--- config.mk ---
export PLATFORM = sky130hd
export DESIGN_NAME = bus_control_sequencer_flat
export DESIGN_NICKNAME = d
export VERILOG_FILES = /design/src/rtl/bus_control_sequencer_if.sv /design/src/rtl/bus_control_sequencer.sv /design/src/flat_wrapper.sv
export SDC_FILE = /design/constraint.sdc
export NUM_CORES = 1
export LEC_CHECK = 0
export BUFFER_PORTS_ARGS = -buffer_cell sky130_fd_sc_hd__clkbuf_2
export CORE_ASPECT_RATIO = 0.5
export CORE_MARGIN = 5
export CORE_UTILIZATION = 44
export CTS_CLUSTER_DIAMETER = 120
export DETAILED_ROUTE_END_ITERATION = 12
export GPL_ROUTABILITY_DRIVEN = 0
export PLACE_DENSITY = 0.85
export REMOVE_ABC_BUFFERS = 1
export SLEW_MARGIN = 20
export SYNTH_ARGS = -nofsm -noshare
export SYNTH_HDL_FRONTEND = slang
export SYNTH_SLANG_ARGS = --single-unit
--- constraint.sdc ---
create_clock -name clock -period 2.9 [get_ports clock]
set_clock_uncertainty 0.1 [all_clocks]
set_input_delay 0.29 -clock clock [delete_from_list [all_inputs] [get_ports clock]]
set_output_delay 0.29 -clock clock [all_outputs]
set_load 0.01 [all_outputs]
--- src/rtl/bus_control_sequencer_if.sv ---
// Enable/strobe bundle between the bus control sequencer and the datapath.
// The sequencer is the master: it takes start and the IR word, and drives
// every enable, select and status signal.
interface bus_control_sequencer_if;
  logic        start;
  logic [31:0] ir;
  logic [24:0] out_en;
  logic [24:0] in_en;
  logic        read;
  logic [5:0]  alu_sel;
  logic        busy;
  logic        done;
  logic        err;
  logic [15:0] instr_count;

  modport master (
    input  start, ir,
    output out_en, in_en, read, alu_sel, busy, done, err, instr_count
  );

  modport slave (
    output start, ir,
    input  out_en, in_en, read, alu_sel, busy, done, err, instr_count
  );
endinterface

--- src/rtl/bus_control_sequencer.sv ---
// Fetch/execute sequencer for the shared 32-bit bus datapath. It walks
// T0..T6 and drives the one-hot bus source enables, the register loads,
// the MDR read select and the ALU op. Outputs are decoded from the state
// register and the live IR, because IR only settles at the start of T3.
module bus_control_sequencer (
  input  logic                          clock,
  input  logic                          clr,
  bus_control_sequencer_if.master       bus
);

  typedef enum logic [3:0] {
    IDLE, T0, T1, T2, T3, T4, T5, T6, HALTED
  } state_t;

  // Bus bit positions for the special registers
  localparam int HI_B   = 16;
  localparam int LO_B   = 17;
  localparam int ZHI_B  = 18;
  localparam int ZLO_B  = 19;
  localparam int PC_B   = 20;
  localparam int IR_B   = 21;
  localparam int MDR_B  = 22;
  localparam int MAR_B  = 23;
  localparam int Y_B    = 24;

  localparam logic [4:0] OP_MUL  = 5'h10;
  localparam logic [4:0] OP_DIV  = 5'h11;
  localparam logic [4:0] OP_NOP  = 5'h1E;
  localparam logic [4:0] OP_HALT = 5'h1F;

  state_t      state;
  logic [15:0] instr_count_q;
  logic        err_q;

  logic [4:0]  opcode;
  logic [3:0]  ra, rb, rc;
  logic        is_rtype, is_muldiv;

  logic [24:0] out_en_c, in_en_c;
  logic        read_c;
  logic [5:0]  alu_sel_c;

  assign opcode    = bus.ir[31:27];
  assign ra        = bus.ir[26:23];
  assign rb        = bus.ir[22:19];
  assign rc        = bus.ir[18:15];
  assign is_rtype  = (opcode[4] == 1'b0);
  assign is_muldiv = (opcode == OP_MUL) || (opcode == OP_DIV);

  // State, fetch counter and sticky error; reset wins over everything
  always_ff @(posedge clock) begin
    if (!clr) begin
      state         <= IDLE;
      instr_count_q <= 16'h0000;
      err_q         <= 1'b0;
    end else begin
      case (state)
        IDLE:   if (bus.start) state <= T0;
        T0:     state <= T1;
        T1:     state <= T2;
        T2: begin
          state         <= T3;
          instr_count_q <= instr_count_q + 16'd1;
        end
        T3: begin
          if (is_rtype || is_muldiv) state <= T4;
          else if (opcode == OP_NOP) state <= T0;
          else if (opcode == OP_HALT) state <= HALTED;
          else begin
            err_q <= 1'b1;
            state <= HALTED;
          end
        end
        T4:     state <= T5;
        T5:     state <= is_muldiv ? T6 : T0;
        T6:     state <= T0;
        HALTED: begin
          if (bus.start) begin
            err_q <= 1'b0;
            state <= T0;
          end
        end
        default: state <= IDLE;
      endcase
    end
  end

  // Per-state control word; everything idles at zero
  always_comb begin
    out_en_c  = '0;
    in_en_c   = '0;
    read_c    = 1'b0;
    alu_sel_c = '0;
    case (state)
      T0: begin
        out_en_c[PC_B]   = 1'b1;
        in_en_c[MAR_B]   = 1'b1;
        in_en_c[ZHI_B]   = 1'b1;
        in_en_c[ZLO_B]   = 1'b1;
        alu_sel_c        = 6'd32;
      end
      T1: begin
        out_en_c[ZLO_B]  = 1'b1;
        in_en_c[PC_B]    = 1'b1;
        in_en_c[MDR_B]   = 1'b1;
        read_c           = 1'b1;
      end
      T2: begin
        out_en_c[MDR_B]  = 1'b1;
        in_en_c[IR_B]    = 1'b1;
      end
      T3: begin
        if (is_rtype || is_muldiv) begin
          out_en_c       = 25'(1) << rb;
          in_en_c[Y_B]   = 1'b1;
        end
      end
      T4: begin
        out_en_c         = 25'(1) << rc;
        in_en_c[ZHI_B]   = 1'b1;
        in_en_c[ZLO_B]   = 1'b1;
        alu_sel_c        = {1'b0, opcode};
      end
      T5: begin
        out_en_c[ZLO_B]  = 1'b1;
        if (is_muldiv) in_en_c[LO_B] = 1'b1;
        else           in_en_c       = 25'(1) << ra;
      end
      T6: begin
        out_en_c[ZHI_B]  = 1'b1;
        in_en_c[HI_B]    = 1'b1;
      end
      default: ;
    endcase
  end

  assign bus.out_en      = out_en_c;
  assign bus.in_en       = in_en_c;
  assign bus.read        = read_c;
  assign bus.alu_sel     = alu_sel_c;
  assign bus.busy        = (state != IDLE) && (state != HALTED);
  assign bus.done        = (state == HALTED);
  assign bus.err         = err_q;
  assign bus.instr_count = instr_count_q;

endmodule

--- src/flat_wrapper.sv ---
// flat-port wrapper written by rule: the top's interface ports become plain ports
module bus_control_sequencer_flat 
  (clock, clr, bus_start, bus_ir, bus_out_en, bus_in_en, bus_read, bus_alu_sel, bus_busy, bus_done, bus_err, bus_instr_count);
  bus_control_sequencer_if bus_i ();
  input  logic clock;
  input  logic clr;
  input wire logic [$bits(bus_i.start)-1:0] bus_start;
  input wire logic [$bits(bus_i.ir)-1:0] bus_ir;
  output wire logic [$bits(bus_i.out_en)-1:0] bus_out_en;
  output wire logic [$bits(bus_i.in_en)-1:0] bus_in_en;
  output wire logic [$bits(bus_i.read)-1:0] bus_read;
  output wire logic [$bits(bus_i.alu_sel)-1:0] bus_alu_sel;
  output wire logic [$bits(bus_i.busy)-1:0] bus_busy;
  output wire logic [$bits(bus_i.done)-1:0] bus_done;
  output wire logic [$bits(bus_i.err)-1:0] bus_err;
  output wire logic [$bits(bus_i.instr_count)-1:0] bus_instr_count;
  assign bus_i.start = bus_start;
  assign bus_i.ir = bus_ir;
  assign bus_out_en = bus_i.out_en;
  assign bus_in_en = bus_i.in_en;
  assign bus_read = bus_i.read;
  assign bus_alu_sel = bus_i.alu_sel;
  assign bus_busy = bus_i.busy;
  assign bus_done = bus_i.done;
  assign bus_err = bus_i.err;
  assign bus_instr_count = bus_i.instr_count;
  bus_control_sequencer u_core (.clock(clock), .clr(clr), .bus(bus_i));
endmodule
**Word level (Yosys, flattened, before mapping)**

Index checks and enable logic that the tools add are counted.

- $add $sub $neg: 1
- Equality and inequality tests: 18
- Shift-type cells: 3
- Mux-type cells: 33
- Bitwise operators: 1
- Reduce and logical (&&, ||, !) cells: 10

Operator list:

| kind | count |
|---|---|
| $shl A1 B4 Y25 const A | 3 |
| $pmux W18 S2 | 1 |
| $pmux W4 S8 | 1 |
| $mux W25 | 1 |
| $eq A5 B5 Y1 const B | 4 |
| $mux W17 | 1 |
| $add A16 B1 Y16 const B | 1 |
| $eq A4 B3 Y1 const B | 4 |
| $mux W16 | 1 |
| $pmux W1 S2 | 8 |
| $mux W4 | 3 |
| $pmux W1 S3 | 4 |
| $pmux W6 S2 | 1 |
| $eq A4 B2 Y1 const B | 2 |
| $mux W1 | 8 |
| $ne A2 B2 Y1 const B | 4 |
| $pmux W2 S2 | 2 |
| $mux W7 | 1 |
| $reduce_or A2 Y1 | 3 |
| $reduce_and A5 Y1 | 1 |
| $eq A4 B1 Y1 const B | 1 |
| $eq A4 B4 Y1 const B | 1 |
| $logic_not A4 Y1 | 1 |
| $ne A4 B4 Y1 const B | 1 |
| other kinds (7) | 8 |

- Register bits after elaboration: 21
- Input port bits: 35
- Output and inout port bits: 76
- Word-level logic and storage cells: 69

**Logic depth before layout (Yosys ltp)**

- Depth in word-level cells: 5
- Depth in mapped cells: 7
- Mapped depth without buffers: 5

**Worst setup path after synthesis**

No wires, ideal clock.

- Path type: register to output
- Start point: register u_core.state[2]
- End point: output bus_in_en[0]
- Arrival time: 1.769 ns
- Data required time: 2.510 ns
- Path slack: 0.741 ns
- Cell stages (with the launch flop): 6
- Buffers on the path: 1
- Cell sequence: dfxtp_1 -> clkbuf_1 -> nand2_1 -> nor4b_1 -> or3b_1 -> nor3_1

- Cells in the longest elaborated chain, start to end: 2

RTL lines:

| element | RTL line | text |
|---|---|---|
| from (decl) | bus_control_sequencer.sv:31 | `state_t state;` |
| from (signal assigned) | bus_control_sequencer.sv:75 | `T5: state <= is_muldiv ? T6 : T0;` |
| $eq A4 B3 Y1 | bus_control_sequencer.sv:94 | `case (state)` |
| $mux W16 | bus_control_sequencer.sv:94 |  |
| to (decl) | flat_wrapper.sv:10 | `output wire logic [$bits(bus_i.in_en)-1:0] bus_in_en;` |

Every way passes these cells.

**Worst setup path after layout**

- Start point: register u_core.state[0]
- End point: output bus_out_en[0]

- Cells in the longest elaborated chain, start to end: 2
- Elaborated cells between the ends (all ways): 3
- Those cells by class: 2 x eq/ne; 1 x mux

RTL lines:

| element | RTL line | text |
|---|---|---|
| $eq A4 B3 Y1 | bus_control_sequencer.sv:94 |  |
| $pmux W18 S2 (*) | bus_control_sequencer.sv:94 |  |
| to (decl) | flat_wrapper.sv:9 | `output wire logic [$bits(bus_i.out_en)-1:0] bus_out_en;` |

Mark *: on every way between the ends. The rest lies on a longest branch, timed or not.

==> out/metrics.yaml <==
layout:
  fin_area_um2: 2020
  layout-drive-gt1-share_pct: 34.9
  final_cell_mix: "clkbuf_2, nor2_1, dfxtp_1"
  fillers: 317
  area_growth_pct: 31.4
  n_antenna_cell: 0
  layout.nets: 329
  final_common_cell: "clkbuf_2"
  postLayoutCoreUtil_pct: 59.5
  fin_cells: 343
synth:
  synth_compound_area_share_pct: 13.3
  ys.flop_type: "dfxtp_1"
  yosys.area_share.adder_pct: 0.814
  ys_warn_count: 0
  postSynthCellCount: 211
  yosys.area_share.simple_pct: 42.6
  synth_mux_area_share_pct: 1.30
  synth-seq-cells: 21
  synth_edf_count: 0
  synth_top_family_by_area: "simple AND/OR/NAND/NOR gates"
  yosysSeqAreaShare_pct: 27.3
  syn_area_um2: 1540
  avgSynthCellArea_um2: 7.29
  synth_cell_types: 42
  synth-async-reset-ratio_pct: 0
  synth-xor-area-share_pct: 5.13
route:
  routedWlPerCell_um: 13.2
  ant_nets: 0
  routed_wl_um: 4530
  vias: 1846
  via_per_inst: 5.38
  drt_iter0_drc: 114
  drc_errors: 0
  drtPass1Iterations: 5
timing:
  rsz0062_at_grt: "false"
  setup_tns_ns: 0
  fmaxAchievable_mhz: 399
  slew_viol_final: 0
  worstMarginPinSlew_ns: 0.696
  period_share_pct: 86.5
  finalHoldViolCount: 0
  setup_viol: 0
  setup_ws_ns: 0.391
  max_slew_margin_pct: 53.0
  min_period_ns: 2.51
die:
  coreArea_um2: 3400
  die_area_um2: 4850
  initial_core_util_pct: 45.3
  fp.dieW_um: 93.6
  die_y_um: 51.8
  ios: 111
  rows: 15
clocking:
  htreeDepth: 1
  cts_hold_buffers: 0
  clock_latency_ns: 0.26
  path_clk_slew_ns: 0.08
  clockBufferDepth: 2
  root_buffer: "clkbuf_8"
  cts_setup_buffers: 0
  clock-sinks: 21
  cts_tree: "yes"
  cts_buffers: 3
setup_path:
  cpMaxStageDelayCell: "dfxtp_1"
  path_depth: 5
  path_max_fanout: 11
  crit_family: "simple AND/OR/NAND/NOR gates"
  critPathCaptureType: "primary output"
  cpPeakStageDelay_ns: 0.55
  crit_type: "reg2out"
  cp-start-kind: "flip-flop"
  cp_data_required_time_ns: 2.51
  reg2reg_depth: 4
  path_cells: "nand2b_1, nor3b_2, or3b_1, o22ai_1, clkbuf_2"
  arrival_ns: 2.12
  crit_buf_inv: 1
power:
  p_seq_share_pct: 49.1
  clkPwrFrac_pct: 32.0
  internal_power_mw: 0.432
  peakVddDrop_mv: 0.250
  p_sw_share_pct: 29.5
  comb_power_share_pct: 18.9
  leakagePower_nw: 0.921
  powerDensity_nw_per_um2: 303
  power.switching_mw: 0.181
global_routing:
  overflow: 0
  grt_first_pass_wirelength_um: 7000
  grt_max_degree: 17
  antenna_found_initial: 0
  grt_pass1_vias: 1603
  track_usage_pct: 17.8
placement:
  place_area_um2: 1970
  hpwl_um: 3620
  pre_cts_ws_ns: 0.571
  dp_cells: 339
  portBuffers: 90
worst_hold_path:
  hp-class: "in2reg"
  min_path_cells: 4
run:
  max_cap_viol_count: 0
status:
  status: "finished, final reports clean"
[metal layers]
layer / part of all wire, % / GRT usage (%)
met4: 1.1 / 6.95
met2: 50 / 34.0
met5: 0 / 0
met3: 8.5 / 4.05
met1: 40 / 19.3
[power groups by stage]
stage | clock [mW] | sequential [mW] | combinational (mW)
6_report | 0.196 | 0.301 | 0.116
3_3_place_gp | 0 | 0.306 | 0.112
4_1_cts | 0.204 | 0.300 | 0.115
2_1_floorplan | 0 | 0.307 | 0.0597
3_5_place_dp | 0 | 0.307 | 0.115
5_1_grt | 0.217 | 0.302 | 0.127
[path summary, 6_finish.rpt]
kind	startpoint	end	slack, ns
max	u_core.state[0]	bus_out_en[0]	0.39
max reg2reg	u_core.bus.instr_count[3]	u_core.bus.instr_count[13]	0.77
min reg2reg	u_core.bus.instr_count[15]	u_core.bus.instr_count[15]	0.39
min	bus_start	u_core.state[3]	0.24
[kinds of logic (layout without fill, tap and decap cells)]
group,count (synthesis),in the layout
multiplexers,2,2
XOR/XNOR,9,9
buffers and inverters,26,103
flip-flops,21,21
AND/OR/NAND/NOR,119,119
adder cells (fa/ha/maj),1,1
other,1,5
AO/OA/AOI/OAI,32,32
[through the flow]
| stage | total power [mW] | hold slack, ns |
|---|---|---|
| 2_1_floorplan | 0.367 | 0.341 |
| 3_3_place_gp | 0.418 | 0.367 |
| 3_5_place_dp | 0.421 | 0.382 |
| 4_1_cts | 0.619 | 0.240 |
| 5_1_grt | 0.646 | 0.247 |
| 6_report | 0.613 | 0.242 |
[worst register-to-register path: cells and delay by family (launching register included)]
family,cells,cell delay [ns]
AOI/OAI and AO/OA,1,0.15
DFF,1,0.45
and+or+nand+nor,3,1.36
[registers in the layout, indices dropped and copies added, names as in the netlist]
| register | flops |
|---|---|
| u_core.bus.instr_count | 16 |
| u_core.state | 4 |
| u_core.bus.err | 1 |
[cells in the mapped netlist (2+ instances only)]
cell / instances / area share, %
nor2_1: 30 / 7.3
dfxtp_1: 21 / 27
nand2_1: 18 / 4.4
o22ai_1: 16 / 6.5
nor3_1: 12 / 3.9
buf_4: 11 / 5.4
nand3_1: 11 / 3.6
nand2b_1: 10 / 4.1
and2_1: 7 / 2.8
inv_1: 7 / 1.7
xnor2_1: 7 / 4.0
a21oi_1: 6 / 2.0
nand3b_1: 6 / 2.9
clkbuf_1: 5 / 1.2
or4_1: 4 / 2.0
buf_2: 3 / 0.98
nor4b_1: 3 / 1.7
mux2i_1: 2 / 1.3
nor4_1: 2 / 0.81
o21ai_0: 2 / 0.65
o31ai_1: 2 / 0.98
or2_2: 2 / 0.81
or3_1: 2 / 0.81
or3b_1: 2 / 1.1
or4b_1: 2 / 1.3
xor2_1: 2 / 1.1
[timing repair]
action / CTS / global route
resized for setup: 0 / 1
setup endpoints to repair: 0 / 1
hold endpoints to repair: 0 / 0
[cell type report]
class	instances	area (um^2)	area share (%)
clock buffer	3	41.3	2.04
tap	51	63.8	3.16
clock inverter	1	7.51	0.372
timing repair buffer	92	465	23.0
sequential	21	420	20.8
multi-input combinational	168	996	49.3
inverter	7	26.3	1.30
(Power assumes the default switching activity.)
